$ cat src/rtl/valu_wb_round_pkg.sv
// Shared encodings and helpers for the vector ALU write-back rounding block.
package valu_wb_round_pkg;

    // Element width selector
    typedef enum logic [1:0] {
        SEW_8  = 2'd0,
        SEW_16 = 2'd1,
        SEW_32 = 2'd2,
        SEW_64 = 2'd3
    } sew_e;

    // Fixed-point rounding modes
    typedef enum logic [1:0] {
        VXRM_RNU = 2'd0,
        VXRM_RNE = 2'd1,
        VXRM_RDN = 2'd2,
        VXRM_ROD = 2'd3
    } vxrm_e;

    // Instruction tracking state
    typedef enum logic {
        IDLE = 1'b0,
        RUN  = 1'b1
    } state_e;

    // Rounding increment for one element. For rod, adding vd1 & ~vd is the
    // same as forcing the LSB to one whenever a set bit was shifted out.
    function automatic logic round_inc(input vxrm_e mode, input logic vd, input logic vd1);
        logic r;
        r = 1'b0;
        case (mode)
            VXRM_RNU: r = vd1;
            VXRM_RNE: r = vd1 & vd;
            VXRM_RDN: r = 1'b0;
            VXRM_ROD: r = vd1 & ~vd;
            default:  r = 1'b0;
        endcase
        return r;
    endfunction

endpackage

$ cat src/rtl/valu_wb_round_fifo.sv
// Synchronous FIFO with a registered head output. The head register always
// holds the oldest entry while the FIFO is non-empty, so the consumer sees
// valid data the cycle after the first push and the data stays put until popped.
module wb_sync_fifo #(
    parameter int WIDTH = 8,
    parameter int DEPTH = 16
) (
    input  logic                     clk,
    input  logic                     rst_n,
    input  logic                     i_push,
    input  logic [WIDTH-1:0]         i_din,
    input  logic                     i_pop,
    output logic [WIDTH-1:0]         o_dout,
    output logic                     o_empty,
    output logic                     o_full,
    output logic [$clog2(DEPTH):0]   o_count
);

    localparam int AW = $clog2(DEPTH);
    localparam int CW = AW + 1;

    logic [WIDTH-1:0] r_mem [DEPTH];
    logic [AW-1:0]    r_wr_ptr;
    logic [AW-1:0]    r_rd_ptr;
    logic [CW-1:0]    r_count;
    logic [WIDTH-1:0] r_dout;

    logic [AW-1:0]    w_rd_ptr_next;
    logic [CW-1:0]    w_after_pop;
    logic [CW-1:0]    w_count_next;
    logic             w_load;
    logic             w_bypass;

    assign w_rd_ptr_next = r_rd_ptr + AW'(i_pop);
    assign w_after_pop   = r_count - CW'(i_pop);
    assign w_count_next  = w_after_pop + CW'(i_push);
    // Head register reloads when the head moves, or when the FIFO goes non-empty.
    assign w_load        = (w_count_next != '0) && (i_pop || (r_count == '0));
    // The entry written this cycle becomes the head when nothing older remains.
    assign w_bypass      = i_push && (w_after_pop == '0);

    // Storage array write port
    always_ff @(posedge clk) begin
        if (i_push) begin
            r_mem[r_wr_ptr] <= i_din;
        end
    end

    // Pointers and occupancy
    always_ff @(posedge clk or negedge rst_n) begin
        if (!rst_n) begin
            r_wr_ptr <= '0;
            r_rd_ptr <= '0;
            r_count  <= '0;
        end else begin
            if (i_push) begin
                r_wr_ptr <= r_wr_ptr + AW'(1);
            end
            r_rd_ptr <= w_rd_ptr_next;
            r_count  <= w_count_next;
        end
    end

    // Registered head read with write-through for the empty case
    always_ff @(posedge clk or negedge rst_n) begin
        if (!rst_n) begin
            r_dout <= '0;
        end else if (w_load) begin
            r_dout <= w_bypass ? i_din : r_mem[w_rd_ptr_next];
        end
    end

    assign o_dout  = r_dout;
    assign o_empty = (r_count == '0);
    assign o_full  = (r_count == CW'(DEPTH));
    assign o_count = r_count;

endmodule

$ cat src/rtl/valu_wb_round.sv
// Write-back stage for the vector add/min/max ALU: rounds averaging results,
// buffers beats and drains them to the VRF write port, tracking completion.
module valu_wb_round
    import valu_wb_round_pkg::*;
#(
    parameter int DATA_WIDTH   = 64,
    parameter int BE_WIDTH     = DATA_WIDTH / 8,
    parameter int ADDR_WIDTH   = 32,
    parameter int FIFO_DEPTH   = 16,
    parameter int AFULL_MARGIN = 8,
    parameter int CNT_WIDTH    = 16
) (
    input  logic                  clk,
    input  logic                  rst,
    input  logic                  cfg_start,
    input  logic [CNT_WIDTH-1:0]  cfg_beats,
    input  logic [1:0]            cfg_sew,
    input  logic [1:0]            cfg_vxrm,
    input  logic                  in_valid,
    input  logic [DATA_WIDTH-1:0] in_vec,
    input  logic [ADDR_WIDTH-1:0] in_addr,
    input  logic [BE_WIDTH-1:0]   in_be,
    input  logic                  in_mask,
    input  logic                  in_fxp,
    input  logic [BE_WIDTH-1:0]   in_vd,
    input  logic [BE_WIDTH-1:0]   in_vd1,
    output logic                  wr_valid,
    input  logic                  wr_ready,
    output logic [DATA_WIDTH-1:0] wr_data,
    output logic [ADDR_WIDTH-1:0] wr_addr,
    output logic [BE_WIDTH-1:0]   wr_be,
    output logic                  wr_mask,
    output logic                  fifo_afull,
    output logic                  busy,
    output logic                  done,
    output logic                  ovf_err,
    output logic                  stray_err
);

    localparam int ENTRY_W = 1 + BE_WIDTH + ADDR_WIDTH + DATA_WIDTH;
    localparam int CW      = $clog2(FIFO_DEPTH) + 1;

    // Latched instruction configuration
    sew_e                  r_sew;
    vxrm_e                 r_vxrm;

    // Round stage registers
    logic                  r_rnd_valid;
    logic [DATA_WIDTH-1:0] r_rnd_data;
    logic [ADDR_WIDTH-1:0] r_rnd_addr;
    logic [BE_WIDTH-1:0]   r_rnd_be;
    logic                  r_rnd_mask;

    // Control state
    state_e                r_state;
    state_e                w_state_next;
    logic [CNT_WIDTH-1:0]  r_cnt;
    logic                  r_done;
    logic                  r_afull;
    logic                  r_ovf;
    logic                  r_stray;

    logic [DATA_WIDTH-1:0] w_res8;
    logic [DATA_WIDTH-1:0] w_res16;
    logic [DATA_WIDTH-1:0] w_res32;
    logic [DATA_WIDTH-1:0] w_res64;
    logic [DATA_WIDTH-1:0] w_rounded;

    logic [ENTRY_W-1:0]    w_head;
    logic                  w_empty;
    logic                  w_full;
    logic [CW-1:0]         w_fifo_count;
    logic [CW-1:0]         w_count_next;
    logic                  w_pop;
    logic                  w_push;
    logic                  w_drop;
    logic                  w_start_acc;
    logic                  w_last_pop;
    logic                  w_busy;
    logic                  w_done_next;

    // Per-element rounded results for each element width; each element adds
    // its own increment inside its slice so carries never cross lanes.
    genvar gi;
    generate
        for (gi = 0; gi < DATA_WIDTH / 8; gi++) begin : g_e8
            logic w_r;
            assign w_r = round_inc(r_vxrm, in_vd[gi], in_vd1[gi]);
            assign w_res8[gi*8 +: 8] = in_vec[gi*8 +: 8] + {7'd0, w_r};
        end
        for (gi = 0; gi < DATA_WIDTH / 16; gi++) begin : g_e16
            logic w_r;
            assign w_r = round_inc(r_vxrm, in_vd[gi*2], in_vd1[gi*2]);
            assign w_res16[gi*16 +: 16] = in_vec[gi*16 +: 16] + {15'd0, w_r};
        end
        for (gi = 0; gi < DATA_WIDTH / 32; gi++) begin : g_e32
            logic w_r;
            assign w_r = round_inc(r_vxrm, in_vd[gi*4], in_vd1[gi*4]);
            assign w_res32[gi*32 +: 32] = in_vec[gi*32 +: 32] + {31'd0, w_r};
        end
        for (gi = 0; gi < DATA_WIDTH / 64; gi++) begin : g_e64
            logic w_r;
            assign w_r = round_inc(r_vxrm, in_vd[gi*8], in_vd1[gi*8]);
            assign w_res64[gi*64 +: 64] = in_vec[gi*64 +: 64] + {63'd0, w_r};
        end
    endgenerate

    // Select the rounded result for the active element width; non-averaging
    // and mask-producing beats pass through untouched.
    always_comb begin
        w_rounded = in_vec;
        if (in_fxp && !in_mask) begin
            case (r_sew)
                SEW_8:   w_rounded = w_res8;
                SEW_16:  w_rounded = w_res16;
                SEW_32:  w_rounded = w_res32;
                SEW_64:  w_rounded = w_res64;
                default: w_rounded = in_vec;
            endcase
        end
    end

    // Round stage pipeline register
    always_ff @(posedge clk or negedge rst) begin
        if (!rst) begin
            r_rnd_valid <= 1'b0;
            r_rnd_data  <= '0;
            r_rnd_addr  <= '0;
            r_rnd_be    <= '0;
            r_rnd_mask  <= 1'b0;
        end else begin
            r_rnd_valid <= in_valid;
            if (in_valid) begin
                r_rnd_data <= w_rounded;
                r_rnd_addr <= in_addr;
                r_rnd_be   <= in_be;
                r_rnd_mask <= in_mask;
            end
        end
    end

    // A full FIFO still takes a beat if the head leaves the same cycle.
    assign w_pop        = ~w_empty & wr_ready;
    assign w_push       = r_rnd_valid & (~w_full | w_pop);
    assign w_drop       = r_rnd_valid & w_full & ~w_pop;
    assign w_count_next = w_fifo_count + CW'(w_push) - CW'(w_pop);

    wb_sync_fifo #(
        .WIDTH (ENTRY_W),
        .DEPTH (FIFO_DEPTH)
    ) u_fifo (
        .clk     (clk),
        .rst_n   (rst),
        .i_push  (w_push),
        .i_din   ({r_rnd_mask, r_rnd_be, r_rnd_addr, r_rnd_data}),
        .i_pop   (w_pop),
        .o_dout  (w_head),
        .o_empty (w_empty),
        .o_full  (w_full),
        .o_count (w_fifo_count)
    );

    assign wr_valid = ~w_empty;
    assign {wr_mask, wr_be, wr_addr, wr_data} = w_head;

    // Almost-full tracks the occupancy the FIFO will have after this edge.
    always_ff @(posedge clk or negedge rst) begin
        if (!rst) begin
            r_afull <= 1'b0;
        end else begin
            r_afull <= (w_count_next >= CW'(FIFO_DEPTH - AFULL_MARGIN));
        end
    end

    assign w_start_acc = cfg_start & (r_state == IDLE);
    assign w_last_pop  = (r_state == RUN) & w_pop & (r_cnt == CNT_WIDTH'(1));

    // FSM state register
    always_ff @(posedge clk or negedge rst) begin
        if (!rst) begin
            r_state <= IDLE;
        end else begin
            r_state <= w_state_next;
        end
    end

    // FSM next-state logic
    always_comb begin
        w_state_next = r_state;
        case (r_state)
            IDLE: if (cfg_start && (cfg_beats != '0)) w_state_next = RUN;
            RUN:  if (w_last_pop) w_state_next = IDLE;
            default: w_state_next = IDLE;
        endcase
    end

    // FSM outputs: busy level and the done pulse request
    always_comb begin
        w_busy      = (r_state == RUN);
        w_done_next = (w_start_acc & (cfg_beats == '0)) | w_last_pop;
    end

    // Beat counter and latched configuration
    always_ff @(posedge clk or negedge rst) begin
        if (!rst) begin
            r_cnt  <= '0;
            r_sew  <= SEW_8;
            r_vxrm <= VXRM_RNU;
        end else if (w_start_acc) begin
            r_cnt  <= cfg_beats;
            r_sew  <= sew_e'(cfg_sew);
            r_vxrm <= vxrm_e'(cfg_vxrm);
        end else if ((r_state == RUN) && w_pop) begin
            r_cnt  <= r_cnt - CNT_WIDTH'(1);
        end
    end

    // Done pulse and sticky error flags; an accepted start clears the errors.
    always_ff @(posedge clk or negedge rst) begin
        if (!rst) begin
            r_done  <= 1'b0;
            r_ovf   <= 1'b0;
            r_stray <= 1'b0;
        end else begin
            r_done  <= w_done_next;
            r_ovf   <= (w_start_acc ? 1'b0 : r_ovf) | w_drop;
            r_stray <= (w_start_acc ? 1'b0 : r_stray) | (in_valid & (r_state == IDLE));
        end
    end

    assign fifo_afull = r_afull;
    assign busy       = w_busy;
    assign done       = r_done;
    assign ovf_err    = r_ovf;
    assign stray_err  = r_stray;

endmodule

$ cat config.mk
export PLATFORM = sky130hd
export DESIGN_NAME = valu_wb_round
export DESIGN_NICKNAME = d
export VERILOG_FILES = /design/src/rtl/valu_wb_round_pkg.sv /design/src/rtl/valu_wb_round_fifo.sv /design/src/rtl/valu_wb_round.sv
export SDC_FILE = /design/constraint.sdc
export NUM_CORES = 2
export LEC_CHECK = 0
export ABC_AREA = 1
export CORE_MARGIN = 4
export CORE_UTILIZATION = 30
export CTS_CLUSTER_SIZE = 40
export DETAILED_ROUTE_END_ITERATION = 10
export MAX_ROUTING_LAYER = met4
export SETUP_SLACK_MARGIN = 0.4
export SYNTH_ARGS = -nofsm -noshare
export SYNTH_HDL_FRONTEND = slang
export SYNTH_HIERARCHICAL = 1
export SYNTH_SLANG_ARGS = --single-unit
$ cat constraint.sdc
create_clock -name clk -period 7.9 [get_ports clk]
set_input_delay 1.975 -clock clk [delete_from_list [all_inputs] [get_ports clk]]
set_output_delay 1.975 -clock clk [all_outputs]
set_load 0.03 [all_outputs]
Yosys cells after proc, flatten, opt, wreduce, memory -nomap -nowiden
Memory sizes are Yosys's and may differ from the RTL's.
Index checks and enable logic that the tools add are counted.
{"block": "word_totals", "regBits": 249, "ramBits": 1680, "n_memories": 1}
{"name": "u_fifo.r_mem", "depth": 16, "width": 105, "read_ports": 1, "rd_ports_with_merged_regs": 0, "wr": 1, "line_no": "valu_wb_round_fifo.sv:22", "text": "logic [WIDTH-1:0] r_mem [DEPTH];"}
{"block": "classes", "n_mux": 20, "n_reduce_logical": 15, "magnitude_cmp": 1, "add_sub_neg": 22, "n_eq_ne": 8, "bitwise": 41}
{"operator": "$pmux 64 s4", "count": 1}
{"operator": "$mux 105", "count": 1}
{"operator": "$add 16x1->16", "count": 4}
{"operator": "$add 32x1->32", "count": 2}
{"operator": "$add 64x1->64", "count": 1}
{"operator": "$add 8x1->8", "count": 8}
{"operator": "$mux 64", "count": 1}
{"operator": "$mux 16", "count": 2}
{"operator": "$pmux 1 s4", "count": 8}
{"operator": "$and 1x1->1", "count": 25}
{"operator": "$eq 16x1->1 const B", "count": 1}
{"operator": "$logic_not 16->1", "count": 1}
{"operator": "$reduce_bool 16->1", "count": 1}
{"operator": "$sub 16x1->16 const B", "count": 1}
{"operator": "$not 1->1", "count": 12}
{"operator": "$add 5x1->5", "count": 2}
{"operator": "$logic_not 5->1", "count": 2}
{"operator": "$sub 5x1->5", "count": 2}
{"operator": "$eq 2x2->1 const B", "count": 4}
{"operator": "$mux 1", "count": 6}
{"operator": "$eq 5x5->1 const B", "count": 1}
{"operator": "$ge 5x4->1 const B", "count": 1}
{"operator": "$logic_and 1x1->1", "count": 5}
{"operator": "$reduce_bool 5->1", "count": 1}
{"operator": "9 further kinds", "count": 14}

Depth between registers and ports, before layout
{"block": "logic_depth", "depth_word": 8, "depth_mapped": 22, "mapped_depth_nobuf": 20}

By module
Netlist, hierarchy kept.
{"mod": "wb_sync_fifo", "cells_each": 7034, "area_per_inst_um2": 74755.4, "n_inst": 1}
{"mod": "valu_wb_round", "cells_each": 1610, "area_per_inst_um2": 10336.2, "n_inst": 1}

Worst setup path after synthesis
No wires, ideal clock.
{"block": "synth_timing", "path_type": "input to register", "start": "input wr_ready", "end": "memory u_fifo/r_mem[11][0] in the netlist's numbering, enable pin", "required_ns": 7.330, "setup_ns": 0.570, "arrival_ns": 7.091, "path_stages": 7, "slack_ns": 0.239, "path_cell_list": "nand2_1 nand2_1 nand2_1 inv_1 clkbuf_1 nand2_1 nor2_1"}
{"block": "synth_via", "elab_chain_len": 5}
{"element": "from (decl)", "line_no": "valu_wb_round.sv:28", "text": "input logic wr_ready,"}
{"element": "$and 1x1->1", "line_no": "valu_wb_round.sv:143", "text": "assign w_pop = ~w_empty & wr_ready;"}
{"element": "$or 1x1->1", "line_no": "valu_wb_round.sv:144", "text": "assign w_push = r_rnd_valid & (~w_full | w_pop);"}
{"element": "$and 1x1->1", "line_no": "valu_wb_round.sv:144"}
{"element": "via w_push", "line_no": "valu_wb_round.sv:75", "text": "logic w_push;"}
{"element": "$mux 1", "line_no": "valu_wb_round_fifo.sv:44", "text": "if (i_push) begin"}
{"element": "$mux 1 (not written as such)", "line_no": "valu_wb_round_fifo.sv:45", "text": "r_mem[r_wr_ptr] <= i_din;"}
{"element": "to (decl)", "line_no": "valu_wb_round_fifo.sv:22"}
The timed path passes the listed nets, and every way through them passes these cells.

Worst setup path in the final report
{"block": "layout_timing", "start": "input wr_ready", "end": "register u_fifo.r_dout[93] (netlist: u_fifo/o_dout[93])"}
{"block": "layout_via", "elab_chain_len": 6}
{"element": "$and 1x1->1 *", "line_no": "valu_wb_round.sv:143"}
{"element": "via w_pop", "line_no": "valu_wb_round.sv:74", "text": "logic w_pop;"}
{"element": "parallel branches: the longest is 2 deep, another holds $sub 5x1->5"}
{"element": "$add 5x1->5 *", "line_no": "valu_wb_round_fifo.sv:36", "text": "assign w_count_next = w_after_pop + CW'(i_push);"}
{"element": "via u_fifo.w_count_next[4]", "line_no": "valu_wb_round_fifo.sv:30", "text": "logic [CW-1:0] w_count_next;"}
{"element": "$reduce_bool 5->1 *", "line_no": "valu_wb_round_fifo.sv:38", "text": "assign w_load = (w_count_next != '0) && (i_pop || (r_count == '0));"}
{"element": "$logic_and 1x1->1 *", "line_no": "valu_wb_round_fifo.sv:38"}
{"element": "to (signal assigned)", "line_no": "valu_wb_round_fifo.sv:69", "text": "r_dout <= w_bypass ? i_din : r_mem[w_rd_ptr_next];"}
{"element": "to (decl)", "line_no": "valu_wb_round_fifo.sv:26", "text": "logic [WIDTH-1:0] r_dout;"}
Mark *: on every way through the listed nets, which the timed path passes.
A chain may end at the register's enable or synchronous reset.

==> run_results.csv <==
group,metric,value,unit
status,status,"finished, final reports clean",
floorplanning,floorplan.die_area,0.292,sq mm
power_and_ir_drop,powerDensity,406,mW/mm^2
floorplanning,io_pins,258,
setup_path,ff2ff_setup_slack,3.42,ns
timing,period_share,63.3,%
finish,fin_area,0.0984,sq mm
yosys,ys.flop_type,"edfxtp_1",
setup_path,reg2regPathDepth,19,
timing,tightest_slew,1.20,ns
place,placed_area,0.0919,sq mm
floorplanning,die_x,541,microns
clock_network,cts_buffer_depth,3,
timing,min_period,5.00,ns
timing,setup_viol,0,
setup_path,cp-endpoint,"u_fifo/o_dout[93]$_DFFE_PN0P_",
clock_network,cts_tree,"done",
setup_path,cp_num_buf_inv,5,
yosys,synth_nets,8825,
setup_path,r2r_end,"u_fifo/o_dout[93]$_DFFE_PN0P_",
drt,ant_nets,0,
floorplanning,start_util,30.1,%
power_and_ir_drop,power.internal,22.9,mW
timing,hold_violations,0,
drt,first_pass_iters,6,
setup_path,worstSetupPathDepth,16,
clock_network,numCtsBuffers,194,
setup_path,crit_fanout,48,
power_and_ir_drop,seqPwrFrac,34.0,%
global_routing,grt_max_degree,197,
floorplanning,rows,195,
drt,vias,62080,
clock_network,clkTransAtPathRegs,0.06,ns
drt,routed_via_density,4.91,
finish,multi_input_area,0.0244,sq mm
worst_hold_path,hold_path.class,"reg -> reg",
timing,maxSlewViolCount,0,
clock_network,post_cts_buffers,0,
power_and_ir_drop,p_comb_share,42.6,%
yosys,seq_area_frac_synth,66.6,%
yosys,synthArstFlopShare,12.9,%
setup_path,crit_path_cell_trace,"clkdlybuf4s50_1, nand2_1, inv_1, ha_1, inv_1, ha_1, ha_1, inv_1, nor2_2, nand3_1, nand2_1, nor2_1, nor2_4, buf_4, nand2_1, nand2_1",
global_routing,grt_pass1_wl,386000,microns
yosys,ys.warnings.count,6,
setup_path,crit_path_end_kind,"register",
finish,syn2layout_area_growth,15.7,%
place,numPortBuffers,257,
clock_network,root_buffer,"clkbuf_16",
clock_network,clkLatencyLatePin,0.87,ns
place,gp_congestion,0.898,
place,detailedPlacementHpwl,137000,microns
finish,seqCellArea,0.0567,sq mm
global_routing,overflow,0,
power_and_ir_drop,p_sw_share,42.7,%
setup_path,start_kind,"primary input",
floorplanning,core,0.282,sq mm
timing,fin_tns_setup,0,ns
global_routing,grt_pass1_vias,59141,
yosys,synth_edf_count,1680,
timing,relSlewSlack,19.9,%
setup_path,cpMostUsedCell,"nand2_1",
worst_hold_path,worstHoldPathCells,2,
finish,nFillCells,27709,
power_and_ir_drop,p_clk_share,23.3,%
floorplanning,fp.dieH,541,microns
setup_path,critical_path_arrival,5.75,ns
clock_network,cts_sinks,1929,
yosys,syn_inst,8644,
setup_path,critPathRequiredTime,8.65,ns
job,maxCapViolCount,0,
yosys,syn-mean-instance-area,9.84,sq um
setup_path,cp_top_family,"buffers and inverters",
yosys,yosysUniqueCellTypes,49,
drt,dr.first_iter.drc_count,6433,
power_and_ir_drop,ir_drop,0.000445,V
setup_path,crit_start,"wr_ready",
drt,drc,0,
clock_network,htree_num_levels,4,
yosys,synth_seq_cells,1929,
setup_path,cp_slowest_cell,"buf_4",
power_and_ir_drop,p_leak,39.1,nW
timing,grt_setup_unrepaired,"false",
setup_path,cpPeakStageDelay,0.82,ns
global_routing,antenna_found_initial,8,
clock_network,ctsResizeCount,0,
worst_hold_path,min_from,"u_fifo/o_dout[85]$_DFFE_PN0P_",
timing,skew,0.0716,ns
yosys,syn_area,0.0851,sq mm
setup_path,criticalPathCategory,"in -> reg",
setup_path,r2r_start,"u_fifo/o_count[2]$_DFF_PN0_",
finish,drive_gt1_share,5.70,%
clock_network,hold_buffers,0,
drt,routedWlPerCell,20.7,microns
finish,fin_nets,8911,
timing,timing.fmax,200,MHz
power_and_ir_drop,switching_power,17.0,mW
global_routing,grt_util_all_layers,17.9,%
drt,wl,262000,microns
[placed cells by master, fill, tap and decap left out, drive strengths merged, types with 3 or more instances in the layout]
cell              n
a21oi           108
a31oi             7
buf              89
bufinv           13
clkbuf          267
clkdlybuf4s50   255
clkinv           79
clkinvlp          6
dfrtp           249
diode             5
edfxtp         1680
ha               33
inv             592
nand2          3419
nand3           983
nand3b            3
nand4            39
nor2            635
nor3             18
nor4              7
o211ai           17
o21ai           323
o221ai            4
o31ai             4
or2               6
xnor2            14
xor2             40
[routing by layer]
layer / up-vias / wire length, microns / global-route usage (%)
li1: 28740 / - / -
met1: 30350 / 113000 / 24.2
met2: 2552 / 122000 / 28.1
met3: 438 / 19000 / 2.19
met4: 0 / 8090 / 5.63
met5: - / 0 / -
[state kept, by name, indices dropped and copies added (netlist names)]
signal	cells
ovf_err	1
r_cnt	16
u_fifo/o_dout	105
r_vxrm	2
r_rnd_valid	1
done	1
r_rnd_mask	1
u_fifo/r_rd_ptr	4
stray_err	1
fifo_afull	1
u_fifo/o_count	5
u_fifo/r_wr_ptr	4
r_sew	2
r_rnd_addr	32
r_rnd_be	8
busy	1
u_fifo/r_mem	1680
r_rnd_data	64
[power by group through the flow]
stage	registers, mW	clock network [mW]	logic, mW
after floorplan	14.0	0	10.8
after detailed placement	13.8	0	17.0
final	13.6	9.32	17.0
after global routing	13.7	9.93	18.9
after global placement	13.8	0	16.8
after CTS	13.6	9.51	17.0
[worst min-delay path by stage]
stage / to
2_1_floorplan: u_fifo/r_rd_ptr[0]$_DFF_PN0_
3_3_place_gp: u_fifo/o_dout[82]$_DFFE_PN0P_
3_5_place_dp: u_fifo/o_dout[71]$_DFFE_PN0P_
4_1_cts: u_fifo/o_dout[71]$_DFFE_PN0P_
5_1_grt: u_fifo/o_dout[71]$_DFFE_PN0P_
6_report: u_fifo/o_dout[85]$_DFFE_PN0P_
[cells by family (layout without fill, tap and decap cells)]
group                      after synthesis  after routing  share of synthesized area, %
adders and majority gates               34             34                         0.509
buffers and inverters                 1044           1301                          4.92
DFF                                   1929           1929                          66.6
AOI/OAI and AO/OA                      469            469                          2.88
xor gates and xnor gates                54             54                         0.565
other                                    0              5                             0
and+or+nand+nor                       5114           5114                          24.5
[metrics by stage]
step	power, mW	hold slack, ns	utilization, %	std cells	worst slack, ns
after floorplan	24.9	0.463	-	8644	0.239
after global placement	30.6	0.462	32.5	12277	2.06
after detailed placement	30.8	0.465	32.5	12277	2.05
after CTS	40.2	0.481	34.9	12644	2.94
after global routing	42.5	0.496	34.9	12646	2.70
final	39.9	0.480	34.9	12649	2.90
[tightest hold or removal path, cell delays in order, from the launching register on]
cell and delay, ns:
dfrtp_1 0.34, nand2_1 0.06, nand2_1 0.05
[final cells by class]
cell class,count,share of cell area [%]
Sequential cell,1929,57.6
Clock inverter,100,1.16
Timing Repair Buffer,344,3.89
Antenna cell,5,0.0127
Tap cell,3743,4.76
Inverter,590,2.28
Clock buffer,267,5.48
Multi-Input combinational cell,5671,24.8
[synthesized netlist by cell type (7+ instances only)]
cell         n  share of area (%)
nand2_1   3403                 15
edfxtp_1  1680                 59
nand3_1    982                5.8
nor2_1     586                2.6
inv_1      578                2.5
o21ai_0    299                1.8
clkbuf_1   253                1.1
dfrtp_1    249                7.3
buf_2      162               0.95
a21oi_1    105               0.62
xor2_1      40               0.41
nor2_2      39               0.29
nand4_1     38               0.28
ha_1        33               0.49
o21ai_1     24               0.14
buf_1       22              0.097
o211ai_1    17               0.15
buf_4       16               0.14
nand2_2     15               0.11
nor3_1      15              0.088
xnor2_1     13               0.13
nor2_4       9               0.12
inv_2        8              0.035
a31oi_1      7              0.051
nor4_1       7              0.051
(Power assumes the default switching activity.)
